**config.mk**
```make
export PLATFORM = sky130hd
export DESIGN_NAME = brq_muldiv_iter
export DESIGN_NICKNAME = d
export VERILOG_FILES = /design/src/rtl/brq_muldiv_iter.sv
export SDC_FILE = /design/constraint.sdc
export NUM_CORES = 1
export LEC_CHECK = 0
export BUFFER_PORTS_ARGS = -buffer_cell sky130_fd_sc_hd__buf_2
export CORE_UTILIZATION = 50
export CTS_BUF_LIST = sky130_fd_sc_hd__clkbuf_8
export DETAILED_ROUTE_END_ITERATION = 10
export PLACE_DENSITY = 0.68
export SYNTH_ARGS = -nofsm -noshare
export SYNTH_HDL_FRONTEND = slang
export SYNTH_SLANG_ARGS = --single-unit
```
**constraint.sdc**
```tcl
create_clock -name brq_clk -period 5.2 [get_ports brq_clk]
set_clock_uncertainty 0.2 [all_clocks]
set_input_delay 1.3 -clock brq_clk [delete_from_list [all_inputs] [get_ports brq_clk]]
set_output_delay 1.3 -clock brq_clk [all_outputs]
set_load 0.05 [all_outputs]
```
**src/rtl/brq_muldiv_iter.sv**
```systemverilog
// Iterative RV32M multiply/divide unit: radix-2 shift-add multiply and restoring
// divide, one step per cycle, with zero/overflow fast paths resolved at acceptance.
module brq_muldiv_iter #(
    parameter int DataWidth    = 32,
    parameter int RegAddrWidth = 5,
    parameter int EarlyOut     = 1
) (
    input  logic                    brq_clk,
    input  logic                    brq_rst,
    input  logic                    md_start,
    input  logic [2:0]              md_op,
    input  logic [DataWidth-1:0]    md_op_a,
    input  logic [DataWidth-1:0]    md_op_b,
    input  logic [RegAddrWidth-1:0] md_rd_in,
    input  logic                    md_kill,
    input  logic                    md_ready,
    output logic                    md_busy,
    output logic                    md_valid,
    output logic [DataWidth-1:0]    md_result,
    output logic [RegAddrWidth-1:0] md_rd
);

    localparam int CntW = $clog2(DataWidth) + 1;

    typedef enum logic [1:0] {IDLE, CALC, FIX, DONE} state_e;

    state_e state, state_nxt;

    logic [CntW-1:0]         cnt;
    logic [2:0]              op_q;
    logic                    neg_q;
    logic [DataWidth-1:0]    m_q;
    logic [2*DataWidth-1:0]  acc_q;
    logic [RegAddrWidth-1:0] rd_q;

    logic                    accept;
    logic                    is_div;
    logic                    a_neg, b_neg;
    logic                    div_zero, div_ovf, mul_zero, special;
    logic [DataWidth-1:0]    mag_a, mag_b, special_res;
    logic [DataWidth:0]      mul_sum, div_shift, div_diff;
    logic [2*DataWidth-1:0]  acc_step, prod_s;
    logic [DataWidth-1:0]    quo_s, rem_s, fix_res;

    function automatic logic [DataWidth-1:0] neg_w(input logic [DataWidth-1:0] v,
                                                   input logic                 en);
        logic signed [DataWidth-1:0] sv;
        sv = v;
        return en ? -sv : sv;
    endfunction

    function automatic logic [2*DataWidth-1:0] neg_2w(input logic [2*DataWidth-1:0] v,
                                                      input logic                   en);
        logic signed [2*DataWidth-1:0] sv;
        sv = v;
        return en ? -sv : sv;
    endfunction

    // Acceptance decode: operand magnitudes, result sign and fast-path detection
    always_comb begin
        logic a_signed, b_signed;
        is_div   = md_op[2];
        a_signed = (md_op == 3'b001) || (md_op == 3'b010) || (md_op == 3'b100) || (md_op == 3'b110);
        b_signed = (md_op == 3'b001) || (md_op == 3'b100) || (md_op == 3'b110);
        a_neg    = a_signed & md_op_a[DataWidth-1];
        b_neg    = b_signed & md_op_b[DataWidth-1];
        mag_a    = neg_w(md_op_a, a_neg);
        mag_b    = neg_w(md_op_b, b_neg);
        accept   = md_start && (state == IDLE) && !md_kill;
        div_zero = is_div && (md_op_b == '0);
        div_ovf  = is_div && !md_op[0] && (md_op_a == {1'b1, {(DataWidth-1){1'b0}}}) && (md_op_b == '1);
        mul_zero = (EarlyOut != 0) && !is_div && ((md_op_a == '0) || (md_op_b == '0));
        special  = div_zero || div_ovf || mul_zero;
        if (div_zero)     special_res = md_op[1] ? md_op_a : '1;
        else if (div_ovf) special_res = md_op[1] ? '0 : md_op_a;
        else              special_res = '0;
    end

    // One radix-2 step: shift-add for multiply, restoring shift-subtract for divide
    always_comb begin
        mul_sum   = {1'b0, acc_q[2*DataWidth-1:DataWidth]} + (acc_q[0] ? {1'b0, m_q} : '0);
        div_shift = acc_q[2*DataWidth-1:DataWidth-1];
        div_diff  = div_shift - {1'b0, m_q};
        if (!op_q[2])
            acc_step = {mul_sum, acc_q[DataWidth-1:1]};
        else if (div_diff[DataWidth])
            acc_step = {div_shift[DataWidth-1:0], acc_q[DataWidth-2:0], 1'b0};
        else
            acc_step = {div_diff[DataWidth-1:0], acc_q[DataWidth-2:0], 1'b1};
    end

    // Sign fix-up and half selection
    always_comb begin
        prod_s = neg_2w(acc_q, neg_q);
        quo_s  = neg_w(acc_q[DataWidth-1:0], neg_q);
        rem_s  = neg_w(acc_q[2*DataWidth-1:DataWidth], neg_q);
        if (op_q[2])                fix_res = op_q[1] ? rem_s : quo_s;
        else if (op_q[1:0] == 2'b00) fix_res = prod_s[DataWidth-1:0];
        else                        fix_res = prod_s[2*DataWidth-1:DataWidth];
    end

    always_ff @(posedge brq_clk) begin
        if (!brq_rst) state <= IDLE;
        else          state <= state_nxt;
    end

    always_comb begin
        state_nxt = state;
        case (state)
            IDLE: if (accept)                         state_nxt = special ? DONE : CALC;
            CALC: if (md_kill)                        state_nxt = IDLE;
                  else if (cnt == CntW'(1))           state_nxt = FIX;
            FIX:  state_nxt = md_kill ? IDLE : DONE;
            DONE: if (md_kill || md_ready)            state_nxt = IDLE;
            default:                                  state_nxt = IDLE;
        endcase
    end

    always_comb begin
        md_busy  = 1'b0;
        md_valid = 1'b0;
        if (state != IDLE) md_busy  = 1'b1;
        if (state == DONE) md_valid = 1'b1;
    end

    always_ff @(posedge brq_clk) begin
        if (!brq_rst) begin
            cnt       <= '0;
            md_result <= '0;
            md_rd     <= '0;
        end else begin
            if (accept && !special)
                cnt <= CntW'(DataWidth);
            else if (state == CALC)
                cnt <= md_kill ? '0 : cnt - CntW'(1);
            if (accept && special) begin
                md_result <= special_res;
                md_rd     <= md_rd_in;
            end else if (state == FIX && !md_kill) begin
                md_result <= fix_res;
                md_rd     <= rd_q;
            end
        end
    end

    // Operand/accumulator datapath carries no reset; control qualifies it
    always_ff @(posedge brq_clk) begin
        if (accept) begin
            op_q  <= md_op;
            neg_q <= (md_op[2] && md_op[1]) ? a_neg : (a_neg ^ b_neg);
            m_q   <= is_div ? mag_b : mag_a;
            acc_q <= {{DataWidth{1'b0}}, (is_div ? mag_a : mag_b)};
            rd_q  <= md_rd_in;
        end else if (state == CALC) begin
            acc_q <= acc_step;
        end
    end

endmodule
```
After elaboration in Yosys (flattened, before gate mapping)
Index checks and enable logic that the tools add are counted.
{"block": "word_totals", "reg_bits": 150, "output_inout_bits": 39, "wordCells": 106}
{"block": "classes", "n_addsub": 8, "eq_ne": 13, "mux": 36, "bitwise": 4, "reduce_logical": 34}
{"operator": "32-bit two-way mux", "n": 18}
{"operator": "64-bit two-way mux", "n": 3}
{"operator": "32-bit negation", "n": 4}
{"operator": "32-bit == test, second input constant", "n": 2}
{"operator": "32-bit logical NOT", "n": 2}
{"operator": "64-bit negation", "n": 1}
{"operator": "32-bit by 32-bit adder with 33-bit output", "n": 1}
{"operator": "33-bit by 32-bit subtractor with 33-bit output", "n": 1}
{"operator": "6-bit two-way mux", "n": 3}
{"operator": "2-bit two-way mux", "n": 6}
{"operator": "1-bit logical AND", "n": 11}
{"operator": "5-bit two-way mux", "n": 2}
{"operator": "1-bit logical OR", "n": 9}
{"operator": "2-bit one-hot mux with 4 select lines", "n": 1}
{"operator": "2-bit nonzero test", "n": 4}
{"operator": "3-bit == test, second input constant", "n": 2}
{"operator": "6-bit by 1-bit == test with 1-bit output, second input constant", "n": 1}
{"operator": "6-bit by 1-bit subtractor with 6-bit output, second input constant", "n": 1}
{"operator": "2-bit == test, second input constant", "n": 2}
{"operator": "1-bit logical NOT", "n": 4}
{"operator": "2-bit logical NOT", "n": 2}
{"operator": "2-bit != test, second input constant", "n": 2}
{"operator": "3-bit by 1-bit == test with 1-bit output, second input constant", "n": 1}
{"operator": "3-bit by 2-bit == test with 1-bit output, second input constant", "n": 1}
{"operator": "other kinds (8)", "n": 11}

Depth between registers and ports, before layout
{"block": "logic_depth", "word_depth": 9, "mapped_depth": 15, "depth_no_buf": 13}

Least setup slack after synthesis
OpenSTA, ideal clock, no wires.
{"block": "synth_timing", "path_type": "input-to-reg", "start": "input port md_kill", "end": "register m_q[0] (enable)", "setup_time_ns": 0.421, "arrival_time_ns": 3.722, "required_time_ns": 4.579, "slack_ns": 0.857, "path_stages": 6, "path_cell_list": "clkbuf_1 -> or3b_2 -> clkbuf_1 -> inv_2 -> clkbuf_1 -> clkbuf_1"}
{"block": "synth_via", "elab_chain_len": 2}
{"item": "from (decl)", "line_no": "15", "rtl": "input logic md_kill,"}
{"item": "1-bit logical NOT", "line_no": "69", "rtl": "accept = md_start && (state == IDLE) && !md_kill;"}
{"item": "1-bit logical AND", "line_no": "69"}
{"item": "via accept", "line_no": "36", "rtl": "logic accept;"}
{"item": "to (signal assigned)", "line_no": "151", "rtl": "m_q <= is_div ? mag_b : mag_a;"}
{"item": "to (decl)", "line_no": "32", "rtl": "logic [DataWidth-1:0] m_q;"}
The timed path passes the listed nets, and every way through them passes these cells.
A chain may end at the register's enable or synchronous reset.

Final worst setup path
{"block": "layout_timing", "start": "register acc_q[31]", "end": "register acc_q[51]"}
{"block": "layout_via", "elab_chain_len": 3}
{"item": "from (decl)", "line_no": "33", "rtl": "logic [2*DataWidth-1:0] acc_q;"}
{"item": "from (signal assigned)", "line_no": "152", "rtl": "acc_q <= {{DataWidth{1'b0}}, (is_div ? mag_a : mag_b)};"}
{"item": "from (signal assigned)", "line_no": "155", "rtl": "acc_q <= acc_step;"}
{"item": "33-bit by 32-bit subtractor with 33-bit output", "line_no": "83", "rtl": "div_diff = div_shift - {1'b0, m_q};"}
{"item": "64-bit two-way mux", "line_no": "86", "rtl": "else if (div_diff[DataWidth])"}
{"item": "64-bit two-way mux", "line_no": "84", "rtl": "if (!op_q[2])"}
Every way passes these cells.

==> results <==
- The top cell family by delay on the critical path is compound AO/OA/AOI/OAI gates.
- Summing all multi-input logic gate instances after layout gives slightly above 0.01 mm².
- The area overhead of the layout relative to synthesis is 8.27%.
- The clock reaches the later pin of the worst-skew pair after 480 ps.
- Post-CTS repair changed the size of 0 cells.
- STA classifies the critical path startpoint as a register.
- For this run, the register share of the synthesized area comes to 0.254.
- The count of H-tree levels built during CTS is 4.
- Summing all placed instances gives a cell area of 0.0155 mm².
- The number of antenna diodes in the final layout is 0.
- The initial antenna violation count is 2.
- For this run, the slowest stage of the critical path takes 590 ps.
- The number of max-slew violations in the final report is 0.
- The HPWL after detailed placement is 40200 µm.
- The worst setup path is captured at a register.
- The slowest library cell on the worst path is edfxtp_1.
- The total die area is about 0.03 mm².
- The library cell used as clock root buffer is clkbuf_8.
- The utilization after layout is 0.553.
- The post-detailed-routing wire length is roughly 51000 µm.
- For this run, the total global-route usage over all layers was measured as 0.338.
- Setup repair after global routing left no endpoint under its margin.
- The total number of vias is between 10000 and 15000.
- The dominant synthesized flop cell is dfxtp_1.
- The via count normalized by instance count is about 6.4.
- A synthesized cell averages approximately 8 µm².
- For this run the aggregate overflow at the end of global routing stands at 0.
- The number of setup violations in the final report is 0.
- The number of hold-repair buffers added at the cts stage is 0.
- Yosys mapped a number of flops with a built-in enable equal to 73.
- The count of pins on the block boundary is between 100 and 150.
- The largest driver fanout on the critical path is 13.
- The floorplan die height is approximately 170 µm.
- At the pin with the least slew margin, the transition time is ~1100 ps.
- The first detailed-routing pass ran for 6 iterations.
- The summed negative setup slack over all endpoints is 0 ps.
- The number of nets in the layout is 2057.
- The synthesized netlist net count is between 1500 and 2000.
- The kind of path behind the tightest hold check is reg -> reg.
- After layout, the minimum clock period comes to between 4000 and 5000 ps.
- The post-synth design cell area is ~0.015 mm².
- The total CTS buffers is 17.
- The count of fill cells added during filler insertion is approximately 2700.
- The placer congestion estimate is ~0.97.
- In this run the static leakage power is around 6.6 nW.
- Summing all flip-flop and latch instances after layout gives between 0.003 and 0.004 mm².
- IR analysis of the VDD net gives a maximum drop of between 0.1 and 0.15 mV.
- The floorplan row count is 62.
- The buffers plus inverters on the worst setup path is 2.
- The flow ran to the end, and the final reports show no timing, DRC or antenna violations.
- TritonCTS built the clock tree.
- The number of buffers inserted by port buffering is between 100 and 150.
- The critical path data arrival time is 4860 ps.
- After clock tree synthesis, the clock-pin slew on the worst setup and hold paths is roughly 90 ps.
- For this run, design rule violations remaining after detail routing come to 0.
- The longest clock path from root to sink contains 2 buffers.
- The ratio of cells with drive above 1 in the final layout is 0.124.
- The final-report hold violation count is 0.
- The pin count of the biggest net entering global routing is 66.
- The most area-hungry cell type in the Yosys netlist is edfxtp_1.
- At the worst endpoint, the required time is ~5400 ps.
- The global-route wire length before repair is 79100 µm.
- After clock tree synthesis, the setup repair step added 0 buffers.
- The x dimension of the die is roughly 170 µm.
- Yosys attributes the largest share of cell area to edfxtp_1, dfxtp_1, mux2i_1.
- The post-synthesis instance total is 1847.
- For this configuration, the core starts out at a cell density of 0.510.
- The number of clock sinks is 150.
- After routing the design area is ~0.016 mm².
- In the finished design, the share of the clock period the worst path needs comes to 0.892.
- The via count of the first global-routing pass came to approximately 14000.
- The commonest cells after synthesis are nor2_1, o21ai_0, a21oi_1.
- The post-synthesis register bit count is 150.
- The areal power density over the cells is ~280 mW/mm².
- The detail route stage leaves a number of antenna-violating nets equal to 0.
- The worst pin sits at a relative slew slack of 0.248.
- For this block, the initial DRC count from the detailed router was about 1500.
- The share of Yosys cell area claimed by the top area cell type is 0.149.
- The startpoint-to-endpoint class of the critical path is reg -> reg.
- The sum of internal, switching and leakage power is 0.00449 W.
- The highest clock frequency the design can meet is around 0.22 GHz.
- The core region is between 0.02 and 0.03 mm².
- The number of distinct library cell variants in the gate-level netlist after synthesis is 96.
- Counting flops with an async set or reset pin after synthesis yields a share of 0.
- Dividing the detail-routed wire length by the instance count gives between 20 and 25 µm.
- Walking the worst path, the cells encountered are inv_1 > ha_1 > fa_1 > nand2b_1 > a21oi_1 > o2111ai_1 > nand4_1 > nand2_1 > o31ai_2 > xor2_4 > buf_4 > mux2_2 > mux2i_1 > a22o_1.
- The reported max-cap violation count is 0.
- Yosys printed 0 warnings.
==> metrics by stage <==
step	setup WS (ps)	hold WS [ps]	cells
3_3_place_gp	463	269	2272
6_report	564	285	2304
3_5_place_dp	331	267	2272
5_1_grt	371	309	2304
4_1_cts	640	284	2304
2_1_floorplan	857	263	1847
==> sequential cells by signal, summed over array words and instances, names as in the netlist <==
register   cells
acc_q         64
cnt            6
m_q           32
md_rd          5
md_result     32
neg_q          1
op_q           3
rd_q           5
state          2
==> kinds of logic (layout without fill, tap and decap cells) <==
kind of cell / Yosys count / in the layout / share of synthesized area
buf+inv: 181 / 254 / 0.0520
compound gates: 597 / 597 / 0.256
xor+xnor: 198 / 198 / 0.119
fa+ha+maj: 73 / 73 / 0.0632
flops: 150 / 150 / 0.254
simple gates: 530 / 530 / 0.174
mux: 118 / 118 / 0.0819
==> layout make-up <==
type | count | area share
clock buffer | 18 | 0.0156
tap | 384 | 0.0302
multi-input combinational | 1516 | 0.642
sequential | 150 | 0.235
clock inverter | 14 | 0.00692
timing repair buffer | 154 | 0.0548
inverter | 68 | 0.0161
==> metal layers <==
metal  vias up  track usage  wire, µm
li1       6926            -         -
met1      6989        0.458     22000
met2       691        0.527     22700
met3       101       0.0529      4330
met4         4        0.156      2220
met5         -            0        25
==> tightest hold or removal path, cell delays in order (launching register included) <==
cell and delay (ps):
dfxtp_1 330, nand2_1 60, a21oi_1 50
==> final timing paths <==
check                             start  depth (start not counted)  slack, ps                     end
setup reg to reg    acc_q[31]$_DFFE_PP_                         14        560  acc_q[51]$_SDFFE_PP0P_
hold / removal    md_rd[0]$_SDFFE_PN0P_                          2        290   md_rd[0]$_SDFFE_PN0P_
hold reg to reg   md_rd[0]$_SDFFE_PN0P_                          2        290   md_rd[0]$_SDFFE_PN0P_
setup / recovery    acc_q[31]$_DFFE_PP_                         14        560  acc_q[51]$_SDFFE_PP0P_
==> cells in the final DEF (no fill, tap or decap), types with 37 or more instances in the layout <==
cell and n:
xnor2_1 112, nor2_1 174, xor2_1 85, edfxtp_1 73
a21o_1 38, a21oi_1 154, dfxtp_1 77, buf_2 114
mux2i_1 110, o21ai_0 174, nand2_1 145, inv_1 69
ha_1 71, buf_4 40, a31oi_1 37
==> power breakdown <==
part	leakage (nW)	internal [W]	switching (W)
registers	1.32	0.00135	0.000197
clock network	0.196	0.000387	0.000487
logic	5.07	0.000830	0.00124
total	6.58	0.00257	0.00192
Note: power is estimated with default switching activity, not from simulation.
